`src/rtl/alu_logic_pkg.sv`:
```
// Shared encodings for the lane-serial bitwise logic unit.
// Op codes and FSM states used by the top and its lane slices.
package alu_logic_pkg;

  localparam logic [1:0] LOGIC_AND = 2'b00;
  localparam logic [1:0] LOGIC_OR  = 2'b01;
  localparam logic [1:0] LOGIC_XOR = 2'b10;
  localparam logic [1:0] LOGIC_NOR = 2'b11;

  typedef enum logic [1:0] {
    S_IDLE = 2'd0,
    S_BUSY = 2'd1,
    S_DONE = 2'd2
  } state_e;

endpackage

```
`src/rtl/lane_logic.sv`:
```
// One combinational lane slice of the bitwise unit.
// Computes AND/OR/XOR/NOR of a and b for a single lane.
module lane_logic
  import alu_logic_pkg::*;
#(
  parameter int LANE_W = 8
) (
  input  logic [LANE_W-1:0] a,
  input  logic [LANE_W-1:0] b,
  input  logic [1:0]        op,
  output logic [LANE_W-1:0] s
);

  always_comb begin
    s = '0;
    unique case (op)
      LOGIC_AND: s = a & b;
      LOGIC_OR:  s = a | b;
      LOGIC_XOR: s = a ^ b;
      LOGIC_NOR: s = ~(a | b);
    endcase
  end

endmodule

```
`src/rtl/bitwise_lane_unit.sv`:
```
// Multi-cycle bitwise logic unit: one lane group per BUSY cycle,
// valid/ready handshake on operands and on the result.
module bitwise_lane_unit
  import alu_logic_pkg::*;
#(
  parameter int WIDTH         = 32,
  parameter int LANE_W        = 8,
  parameter int LANES_PER_CYC = 1
) (
  input  logic             clk,
  input  logic             rst,
  input  logic             in_valid,
  output logic             in_ready,
  input  logic [1:0]       op,
  input  logic [WIDTH-1:0] x,
  input  logic [WIDTH-1:0] y,
  output logic             out_valid,
  input  logic             out_ready,
  output logic [WIDTH-1:0] result,
  output logic             zero,
  output logic             busy
);

  localparam int NUM_LANES = WIDTH / LANE_W;
  localparam int NUM_STEPS = NUM_LANES / LANES_PER_CYC;
  localparam int GRP_W     = LANES_PER_CYC * LANE_W;
  localparam int CW        = (NUM_STEPS > 1) ? $clog2(NUM_STEPS) : 1;
  localparam logic [CW-1:0] LAST = CW'(NUM_STEPS - 1);

  if ((LANE_W < 1) || (LANES_PER_CYC < 1) ||
      (WIDTH % LANE_W != 0) ||
      (NUM_LANES % LANES_PER_CYC != 0)) begin : g_bad_params
    $error("bitwise_lane_unit: illegal WIDTH/LANE_W/LANES_PER_CYC");
  end

  state_e           state_q, state_d;
  logic [CW-1:0]    cnt_q, cnt_d;
  logic [WIDTH-1:0] x_q, x_d;
  logic [WIDTH-1:0] y_q, y_d;
  logic [1:0]       op_q, op_d;
  logic [WIDTH-1:0] res_q, res_d;
  logic             zero_q, zero_d;

  logic [GRP_W-1:0] la, lb, ls;

  // Lane group selected by the step counter; groups are contiguous.
  always_comb begin
    la = x_q[cnt_q*GRP_W +: GRP_W];
    lb = y_q[cnt_q*GRP_W +: GRP_W];
  end

  for (genvar g = 0; g < LANES_PER_CYC; g++) begin : g_lane
    lane_logic #(.LANE_W(LANE_W)) u_lane (
      .a  (la[g*LANE_W +: LANE_W]),
      .b  (lb[g*LANE_W +: LANE_W]),
      .op (op_q),
      .s  (ls[g*LANE_W +: LANE_W])
    );
  end

  always_comb begin
    state_d = state_q;
    cnt_d   = cnt_q;
    x_d     = x_q;
    y_d     = y_q;
    op_d    = op_q;
    res_d   = res_q;
    zero_d  = zero_q;
    unique case (state_q)
      S_IDLE: begin
        if (in_valid) begin
          x_d     = x;
          y_d     = y;
          op_d    = op;
          res_d   = '0;
          cnt_d   = '0;
          zero_d  = 1'b0;
          state_d = S_BUSY;
        end
      end
      S_BUSY: begin
        res_d[cnt_q*GRP_W +: GRP_W] = ls;
        if (cnt_q == LAST) begin
          cnt_d   = '0;
          zero_d  = ~|res_d;
          state_d = S_DONE;
        end else begin
          cnt_d = cnt_q + 1'b1;
        end
      end
      S_DONE: begin
        if (out_ready) state_d = S_IDLE;
      end
      default: state_d = S_IDLE;
    endcase
  end

  always_ff @(posedge clk or posedge rst) begin
    if (rst) begin
      state_q <= S_IDLE;
      cnt_q   <= '0;
      x_q     <= '0;
      y_q     <= '0;
      op_q    <= '0;
      res_q   <= '0;
      zero_q  <= 1'b0;
    end else begin
      state_q <= state_d;
      cnt_q   <= cnt_d;
      x_q     <= x_d;
      y_q     <= y_d;
      op_q    <= op_d;
      res_q   <= res_d;
      zero_q  <= zero_d;
    end
  end

  assign in_ready  = (state_q == S_IDLE);
  assign out_valid = (state_q == S_DONE);
  assign busy      = (state_q == S_BUSY);
  assign result    = res_q;
  assign zero      = zero_q;

endmodule

```
`config.mk`:
```
export PLATFORM = sky130hd
export DESIGN_NAME = bitwise_lane_unit
export DESIGN_NICKNAME = d
export VERILOG_FILES = /design/src/rtl/alu_logic_pkg.sv /design/src/rtl/lane_logic.sv /design/src/rtl/bitwise_lane_unit.sv
export SDC_FILE = /design/constraint.sdc
export NUM_CORES = 1
export LEC_CHECK = 0
export ABC_AREA = 1
export CAP_MARGIN = 5
export CORE_AREA = 2 2 106 108
export CTS_CLUSTER_SIZE = 8
export DETAILED_ROUTE_END_ITERATION = 8
export DIE_AREA = 0 0 108 110
export PLACE_DENSITY = 0.84
export SLEW_MARGIN = 20
export SYNTH_ARGS = -nofsm -noshare
export SYNTH_HDL_FRONTEND = slang
export SYNTH_SLANG_ARGS = --single-unit
```
`constraint.sdc`:
```
create_clock -name clk -period 4.7 [get_ports clk]
set_clock_uncertainty 0.1 [all_clocks]
set_input_delay 1.41 -clock clk [delete_from_list [all_inputs] [get_ports clk]]
set_output_delay 1.41 -clock clk [all_outputs]
set_load 0.05 [all_outputs]
```
==> impl_summary.md <==
Detailed routing
The detailed router finished its first iteration with roughly 350 violations. After detailed routing, the number of remaining DRC violations is 0. The first TritonRoute pass finished after 5 iterations.

The via density per instance is around 5.3. The routed layout has 5,084 vias. Wires add up to 14.0 mm.

The count of antenna-violating nets left after detailed routing is 0. The mean routed wirelength per cell is around 15 um.

Clock tree
The post-CTS clock slew at the launch and capture registers of the worst setup and hold paths is about 90 ps. The post-cts hold buffer count is 0. TritonCTS built the clock tree. The latest clock arrival within the worst-skew pair is around 360 ps. The H-tree was split into 3 levels. Post-CTS timing repair inserted 0 buffers for setup. In this run the clock root is driven by a clkbuf_8. Buffers inserted during clock tree synthesis total 9.

The total of cells resized after clock tree synthesis is 0. The clock passes through at most 2 buffers. The clock net in this run drives a total of 103 sinks.

Place
Counting tap cells, the placed design contains a total of between 900 and 1k instances. The detailed-placement wirelength estimate is between 10 and 15 mm. In this run the cell area measured after placement is between 6000 and 7000 um^2. Buffers placed on the I/O ports in this run total 105.

The weighted congestion reported at the end of routability-driven placement is just over 0.9. The worst setup timing slack at the placement stage is roughly 1400 ps.

Logic synthesis
The synthesized netlist devotes 0% of its cell area to XOR and XNOR gates. The mux contribution to synthesized area is 0%. The number of enable-type register cells in the synthesized netlist is 0.

In the synthesized netlist, the number of instances is around 730. The proportion of synthesized chip area in sequential cells is 46.2%. By area, the combinational part of the netlist is dominated by simple AND/OR/NAND/NOR gates. Counting every net in the synthesized netlist gives 825. Summed over its instances, the top area cell type makes up between 40% and 50% of the synthesized netlist area. The flip-flop and latch count after synthesis is roughly 100.

The Yosys step of the flow raised 0 warnings. For this run, asynchronously set or reset flops after synthesis account for between 90% and 100%. The synthesized cell area is 5580 um^2. The library cell occupying the most area in the post-synthesis netlist is dfrtp_1.

After synthesis, the mean cell area works out to 7.61 um^2. The dominant synthesized flop cell is dfrtp_1. The post-synthesis compound-gate area fraction is 11.1%. The post-synthesis share of cell area spent on and, or, nand and nor gates is ~30%. The adder and majority gate portion of the synthesized area is 4.94%. In the post-synthesis netlist, the biggest area contributors are dfrtp_1, nand2_1, ha_1. The unique cell type count in the Yosys netlist is 32.

Global route
The global-route usage over all layers is 25.2%. The number of antenna violations at the first check in global routing is 0. The via count of the first global-routing pass is 4,982. The first global-routing pass estimated approximately 23 mm of wire. Entering global routing, the biggest net connects around 100 pins. The sum of overflow across all layers after global routing is 0.

STA
The slew at the pin closest to its max-slew limit is slightly below 900 ps. The part of the cycle the worst path needs is slightly below 80%. The final hold violation count is 0. The worst path meets setup with 1080 ps of slack. The total setup violations reported at the end of the flow is 0. The timing-limited maximum frequency is approximately 280 MHz.

Setup repair after global routing left no endpoint under its margin. The post-route minimum period is 3620 ps. Across all hold checks on the routed design, the worst slack comes to between 300 and 400 ps.

The final count of pins violating max slew was 0. The remaining max-slew budget at the tightest pin is around two fifths. The aggregate negative setup slack is 0 ps.

Floorplanning
The area of the die is 11,900 um^2. The placeable core area is 10,700 um^2. From left edge to right edge, the die measures around 110 um. The floorplan has 38 rows. The floorplan step set the die height to ~110 um. In this run the count of I/O pins placed on the die edge is 106.

The initial core utilization is between 50% and 60%.

Power and ir drop
VDD sags by at most 367 uV. The design draws between 5 and 6 mW. The cell leakage power is about 3.4 nW. The power density over cell area is 757 nW/um^2.

Worst setup path
The kind of cell with the highest combined delay along the critical path is buffers and inverters. The critical path data arrival time is ~2100 ps. The endpoint kind of the worst setup timing path is an output port. The critical path contains buffers and inverters numbering 3 combined. The category of the critical setup timing path is flop to output port. The peak per-stage delay on the critical path is ~850 ps. The cell with the largest stage delay on the worst path is clkdlybuf4s50_1.

Along the worst path, the maximum fanout reaches 24. The required arrival time at the worst endpoint is roughly 3200 ps. The critical path goes through inv_1 > nor2_1 > buf_4 > clkdlybuf4s50_1.

The critical path startpoint category is a flop.

Worst hold path
The min-delay analysis places its worst path in the category flop to flop.

Final layout
The number of antenna diodes in the final layout is 0. Leaving out filler cells and counting taps, the final layout contains 965. For this run, the post-layout net count is 912. The area growth from synthesis to layout is 23.9%. The utilization after layout is between 60 and 70%. In the final layout, the share of cells above drive strength 1 is roughly 4.7%. The final standard cell area without fillers is roughly 6900 um^2.

Flow run
The count of maximum capacitance violations is 0.

Status
The run finished with clean final reports.
-- worst register-to-register path: stages (launching register included) --
cell and delay (ps):
dfrtp_1 400, clkinv_1 720, a32oi_1 660, inv_1 90, ha_1 220, nand2_1 70, nand2_1 70, nand2_1 80
nand2_1 80, nand3_1 100, nand2_1 80, nor2_1 140, nand2_1 80, nor2_1 100, nand2_1 60, nor2_1 120
nand3_1 90, nand2_1 60
-- layout by cell type (no fill, tap or decap), drive strengths merged, types with 5 or more instances in the layout --
master,Yosys,routed
nand2,333,333
clkdlybuf4s50,0,105
dfrtp,103,103
inv,67,67
nor2,41,41
o21ai,34,34
ha,22,22
nand3,21,21
a22o,18,18
a21oi,16,16
a32oi,16,16
nand4,12,12
clkbuf,17,11
buf,18,6
o22ai,5,5
clkinv,3,5
-- power by group --
group	switching [mW]	internal, mW	total, mW
combinational	2.02	0.990	3.01
sequential	0.321	1.29	1.61
clock	0.293	0.315	0.608
total	2.64	2.59	5.23
-- cells in the mapped netlist (3+ instances only) --
master	number
nor2_1	37
a32o_1	3
o21ai_0	30
o22ai_1	5
ha_1	22
inv_1	64
nand3_1	20
o21ai_1	4
dfrtp_1	103
inv_2	3
clkbuf_1	17
a22o_1	17
nand2_1	329
a32oi_1	16
nand2_2	4
nand4_1	12
buf_2	14
a21oi_1	16
-- state kept, by name (all words and copies together) (netlist names) --
| signal | flops |
|---|---|
| result | 32 |
| x_q | 32 |
| y_q | 32 |
| cnt_q | 2 |
| op_q | 2 |
| state_q | 2 |
| zero | 1 |
-- final timing paths --
path	startpoint	endpoint	slack, ps	cells after the start
worst min-delay path	x_q[9]	x_q[9]	390	2
max in group asynchronous	rst	result[2]	2650	3
worst max register to register	cnt_q[1]	zero	1330	17
worst min register to register	x_q[9]	x_q[9]	390	2
worst max-delay path	state_q[0]	busy	1080	4
min in group asynchronous	rst	op_q[0]	1400	3
-- per-layer routing --
layer	share of wire, %	track usage, %
met3	6.4	5.11
met5	0	0
met4	2.4	10.1
met2	46	39.4
met1	45	34.6
-- area by class of cell --
type / count / area (um^2)
Clock buffer: 11 / 141
Timing Repair Buffer: 111 / 1110
Sequential cell: 103 / 2580
Multi-Input combinational cell: 525 / 2540
Fill cell: 901 / 3790
Clock inverter: 5 / 81.3
Inverter: 70 / 278
Tap cell: 140 / 175
-- cells by family (layout without fill, tap and decap cells) --
| group | count (synthesis) | count (layout) |
|---|---|---|
| compound gates | 93 | 93 |
| fa+ha+maj | 22 | 22 |
| buf+inv | 105 | 197 |
| flops | 103 | 103 |
| simple gates | 410 | 410 |
(Power assumes the default switching activity.)
==> RTL change 1, RTL diff (same settings) <==
`LANE_W` is set to 8 in 2 places; all go to 32.
--- a/src/rtl/lane_logic.sv
+++ b/src/rtl/lane_logic.sv
@@ -5,3 +5,3 @@
 #(
-  parameter int LANE_W = 8
+  parameter int LANE_W = 32
 ) (
--- a/src/rtl/bitwise_lane_unit.sv
+++ b/src/rtl/bitwise_lane_unit.sv
@@ -6,3 +6,3 @@
   parameter int WIDTH         = 32,
-  parameter int LANE_W        = 8,
+  parameter int LANE_W        = 32,
   parameter int LANES_PER_CYC = 1
Check against the original RTL: not equivalent (Yosys sat finds a counterexample within 4 cycles, from zero or initial values and one cycle with rst high).
==> RTL change 1 against the unedited design <==
- routed wire length is 1.3% higher
- cell area is 3.5% higher
- synthesized area is 5.5% higher
- critical path type unchanged
- sequential cell count is 2 lower
- synthesized cell count is 3.7% higher
- setup slack better by 0.094 ns
- power is 2.6% lower
- combinational power is 2% lower
==> RTL change 1: results (changes against the unedited design) <==
[flow_run]
cap_violations=0  ; unchanged

[finish]
drive_gt1_share_pct=3.08  ; was 4.73%
stdcell_count=985  ; was 965
fillers=877  ; was 901
final_nets=977  ; was 912
num_antenna_cells=0  ; unchanged

[clock_tree]
cts_resized=0  ; unchanged
numCtsBuffers=9  ; unchanged
htree_levels=3  ; unchanged
path_clk_slew_ns=0.09  ; about the same
clk_latency_ns=0.37
clockBufferDepth=2  ; unchanged
post_cts.repair.setup_buffers=0  ; unchanged
root_buffer=clkbuf_8  ; unchanged

[critical_path]
critPathMaxStageDelay_ns=0.88  ; was 0.85 ns
worstReg2RegStart=op_q[1]  ; was cnt_q[1]
ff2ff_path_depth=11  ; was 17
arrival_ns=2.01  ; was 2.11 ns
crit_path_start=state_q[1]  ; was state_q[0]
path_max_fanout=5  ; was 24
cp_slowest_cell=clkdlybuf4s50_1  ; unchanged

[grt]
antenna_found_initial=0  ; unchanged
grt_max_degree=91  ; was 104
first_global_vias=5244  ; was 4,982
grt_pass1_wl_mm=23.7  ; was 23.5 mm
groute.usage.overall_pct=25.3  ; was 25.2%

[detailed_routing]
route.detailed.drc=0  ; unchanged
routed.top_layer=met4  ; unchanged
routed-wl-met2_mm=7.12  ; was 6.48 mm
viasPerCell=5.24  ; was 5.27
wirelength_mm=14.2  ; was 14.0 mm
wl_met3_um=719  ; was 901 µm
detail_route.first_pass.iterations=5  ; unchanged
wl_met1_mm=6.05  ; was 6.31 mm
drt_iter0_drc=308  ; was 345

[logic_synthesis]
ys_seq_area_share_pct=43.0  ; was 46.2%
async_flop_share_pct=100  ; unchanged
ys_top_cells_by_area=dfrtp_1 43%, ha_1 14%, nand2_1 9.8%  ; was dfrtp_1 46%, nand2_1 22%, ha_1 4.9%
synth_cell_type_count=16  ; was 32
postSynthAreaPerCell_um2=7.74  ; was 7.61 µm²
ys_warn_count=0  ; unchanged
synth_ff_type=dfrtp_1  ; unchanged
yosys-top-cells-count=154 x nand2_1, 119 x inv_1, 101 x dfrtp_1, 98 x o21ai_0, 88 x nand3_1  ; was 329 x nand2_1, 103 x dfrtp_1, 64 x inv_1, 37 x nor2_1, 30 x o21ai_0
syn_nets=894  ; was 825

[timing]
hold_violations=0  ; unchanged
tightest_slew_ns=1.00  ; was 0.894 ns

[place]
gp_congestion=0.796  ; was 0.931
placedCellCount=972  ; was 949
portBuffers=105  ; unchanged
dp_worst_setup_slack_ns=1.42  ; was 1.43 ns
dpl_cell_area_um2=6980  ; was 6680 µm²
hpwl_mm=9.99  ; was 10.3 mm

[hold_path]
hold_path.class=flop to flop  ; unchanged
hold_depth=2  ; unchanged
min_from=result[11]  ; was x_q[9]

[pwr]
vdd_drop_max_mv=0.530  ; was 0.367 mV
leakage_uw=0.00346  ; was 0.00342 µW

[run_status]
status=completed  ; unchanged

-- RTL change 1: changes by cell type after synthesis, sizes merged, moves of 3 or more --
cell	delta
nand3	+67
a32o	-3
o22ai	-5
ha	+42
o21ai	+64
inv	+54
nand2	-179
a22o	-18
nor2	+38
a21oi	-15
nand4	-12
clkbuf	+4
a32oi	-16
nand3b	+12
-- RTL change 1: report_power, final --
group / switching [µW] / internal [µW]
registers: 316 / 1290
logic: 1970 / 996
clock network: 290 / 236
-- RTL change 1: routing by layer --
metal / vias to the layer above / track usage (%)
met5: - / 0
met4: 0 / 10.7
met3: 25 / 3.35
met2: 170 / 44.1
met1: 2442 / 31.9
li1: 2524 / -
-- RTL change 1: final cells by class --
type                            instances  area (µm²)  share of cell area (%)
Clock buffer                           10         128                    1.79
Sequential cell                       101        2530                    35.4
Inverter                              123         468                    6.55
Clock inverter                          3        40.0                   0.560
Timing Repair Buffer                  112        1100                    15.4
Tap cell                              140         175                    2.45
Multi-Input combinational cell        496        2710                    37.9
-- RTL change 1: path summary, 6_finish.rpt --
check	to	slack [ns]
max reg2reg	zero	1.31
min in group asynchronous	y_q[23]	1.46
max	busy	1.18
min reg2reg	result[11]	0.39
min	result[11]	0.39
max in group asynchronous	x_q[9]	2.32
-- RTL change 1: cells by family after synthesis --
family          count (synthesis)  synth area share, %
simple gates                  333                 23.9
compound gates                 99                 8.42
flops                         101                 43.0
fa+ha+maj                      64                 13.6
buf+inv                       163                 11.1
-- RTL change 1: critical path, delay by kind of cell, from the launching register on --
kind,cells,cell delay (ns)
buf+inv,1,0.88
flops,1,0.41
simple gates,1,0.35
==> RTL change 2, RTL diff (same flow settings) <==
Without the edit above. The 3 states of `state_e` get a one-hot encoding in 3 bits.
--- a/src/rtl/alu_logic_pkg.sv
+++ b/src/rtl/alu_logic_pkg.sv
@@ -9,6 +9,6 @@
 
-  typedef enum logic [1:0] {
-    S_IDLE = 2'd0,
-    S_BUSY = 2'd1,
-    S_DONE = 2'd2
+  typedef enum logic [2:0] {
+    S_IDLE = 3'b001,
+    S_BUSY = 3'b010,
+    S_DONE = 3'b100
   } state_e;
Formal check against the unedited RTL: no difference found for any inputs over 4 cycles, from zero or initial values and one cycle with rst high; so few cycles prove little.
==> RTL change 2 against the unedited design <==
- utilization up 0.21 points
- setup slack worse by 0.27 ns
- cell area up 0.33%
- power down 19%
- synthesized area up 1.0%
- critical path depth up 1
- non-clock buffer count up 2
- sequential cell count up 1
- routed wire length up 0.65%
- largest cell class unchanged
==> RTL change 2: results (changes against the unedited design) <==
[run_status]
status=completed  ; unchanged

[hold_path]
hold_depth=2  ; unchanged

[finish]
fillers=925  ; was 901
drive_gt1_share_pct=5.85  ; was 4.73%
num_antenna_cells=0  ; unchanged
regArea_um2=2600  ; was 2580 µm²
final_nets=925  ; was 912

[timing]
tightest_slew_ns=0.747  ; was 0.894 ns

[clock_tree]
path_clk_slew_ns=0.11  ; was 0.09 ns
clk_latency_ns=0.38  ; was 0.36 ns
root_buffer=clkbuf_8  ; unchanged
htree_levels=3  ; unchanged
clockBufferDepth=2  ; unchanged
post_cts.repair.setup_buffers=0  ; unchanged
cts_resized=0  ; unchanged

[logic_synthesis]
synth_cells=744  ; was 733
syn_nets=836  ; was 825
ys_top_cells_by_area=dfrtp_1 46%, nand2_1 23%, ha_1 4.9%  ; was dfrtp_1 46%, nand2_1 22%, ha_1 4.9%
synth_cell_type_count=32  ; unchanged
yosys-top-cells-count=338 x nand2_1, 103 x dfrtp_1, 63 x inv_1, 35 x nor2_1, 33 x o21ai_0  ; was 329 x nand2_1, 103 x dfrtp_1, 64 x inv_1, 37 x nor2_1, 30 x o21ai_0
ys_seq_area_share_pct=46.2  ; about the same

[place]
portBuffers=105  ; unchanged
placedCellCount=962  ; was 949
dpl_cell_area_um2=6740  ; was 6680 µm²
hpwl_mm=10.4  ; was 10.3 mm
gp_congestion=0.896  ; was 0.931

[critical_path]
reg2reg_setup_slack_ns=1.60  ; was 1.33 ns
reg2reg_to=zero  ; unchanged
arrival_ns=2.37  ; was 2.11 ns
crit_path_start=state_q[2]  ; was state_q[0]
worstReg2RegStart=cnt_q[1]  ; unchanged
path_max_fanout=26  ; was 24
worstSetupEndpoint=busy  ; unchanged
ff2ff_path_depth=16  ; was 17

[grt]
first_global_vias=4923  ; was 4,982
grt_pass1_wl_mm=23.4  ; was 23.5 mm
groute.usage.overall_pct=25.1  ; was 25.2%
grt_max_degree=70  ; was 104
antenna_found_initial=0  ; unchanged

[detailed_routing]
drt_iter0_drc=255  ; was 345
detail_route.first_pass.iterations=5  ; unchanged
via_count=5143  ; was 5,084
wl_per_cell_um=14.4  ; was 14.5 µm
viasPerCell=5.26  ; was 5.27
route.detailed.drc=0  ; unchanged

[pwr]
vdd_drop_max_mv=0.396  ; was 0.367 mV
leakage_uw=0.00347  ; was 0.00342 µW

## RTL change 2: cells by family after synthesis
logic type	count (synthesis)	share of synthesized area, %
fa+ha+maj	22	4.89
compound gates	89	10.3
flops	104	46.2
buf+inv	106	8.09
simple gates	423	30.5
## RTL change 2: power breakdown
part,leakage [µW],switching [µW],internal [µW]
registers,0.00134,228,1220
logic,0.00203,1510,744
clock network,0.0000952,328,215
total,0.00347,2070,2180
## RTL change 2: critical path, stage by stage, from the launching register on
cell and delay (ns):
dfrtp_1 0.40, inv_1 0.08, nand3_1 0.08, buf_4 0.18, inv_2 0.35, clkdlybuf4s50_1 0.89
## RTL change 2: through the flow
stage	worst slack [ns]	hold WS [ns]
floorplan	0.459	0.349
global placement	1.30	0.364
detailed placement	1.25	0.366
CTS	0.836	0.393
global route	0.672	0.405
finish	0.817	0.393
## RTL change 2: layout make-up
type                    count  area share [%]
flip-flops and latches    104            37.6
multi-input cells         534            37.2
repair buffers            113            16.0
inverters                  71            3.99
well taps                 140            2.53
clock buffers              10            1.99
clock inverters             6           0.722
## RTL change 2: how the worst min path moves through the flow
stage | startpoint | end | slack (ns)
2_1_floorplan | x_q[24] | x_q[24] | 0.35
3_3_place_gp | x_q[25] | x_q[25] | 0.36
3_5_place_dp | x_q[26] | x_q[26] | 0.37
4_1_cts | x_q[12] | x_q[12] | 0.39
5_1_grt | x_q[26] | x_q[26] | 0.41
6_report | y_q[10] | y_q[10] | 0.39
## RTL change 2: routing by layer
layer,wire [µm],GRT usage (%),share of wire [%]
met1,6340,34.5,45
met2,6650,40.9,47
met3,787,4.23,5.6
met4,331,7.97,2.3
met5,0,0,0
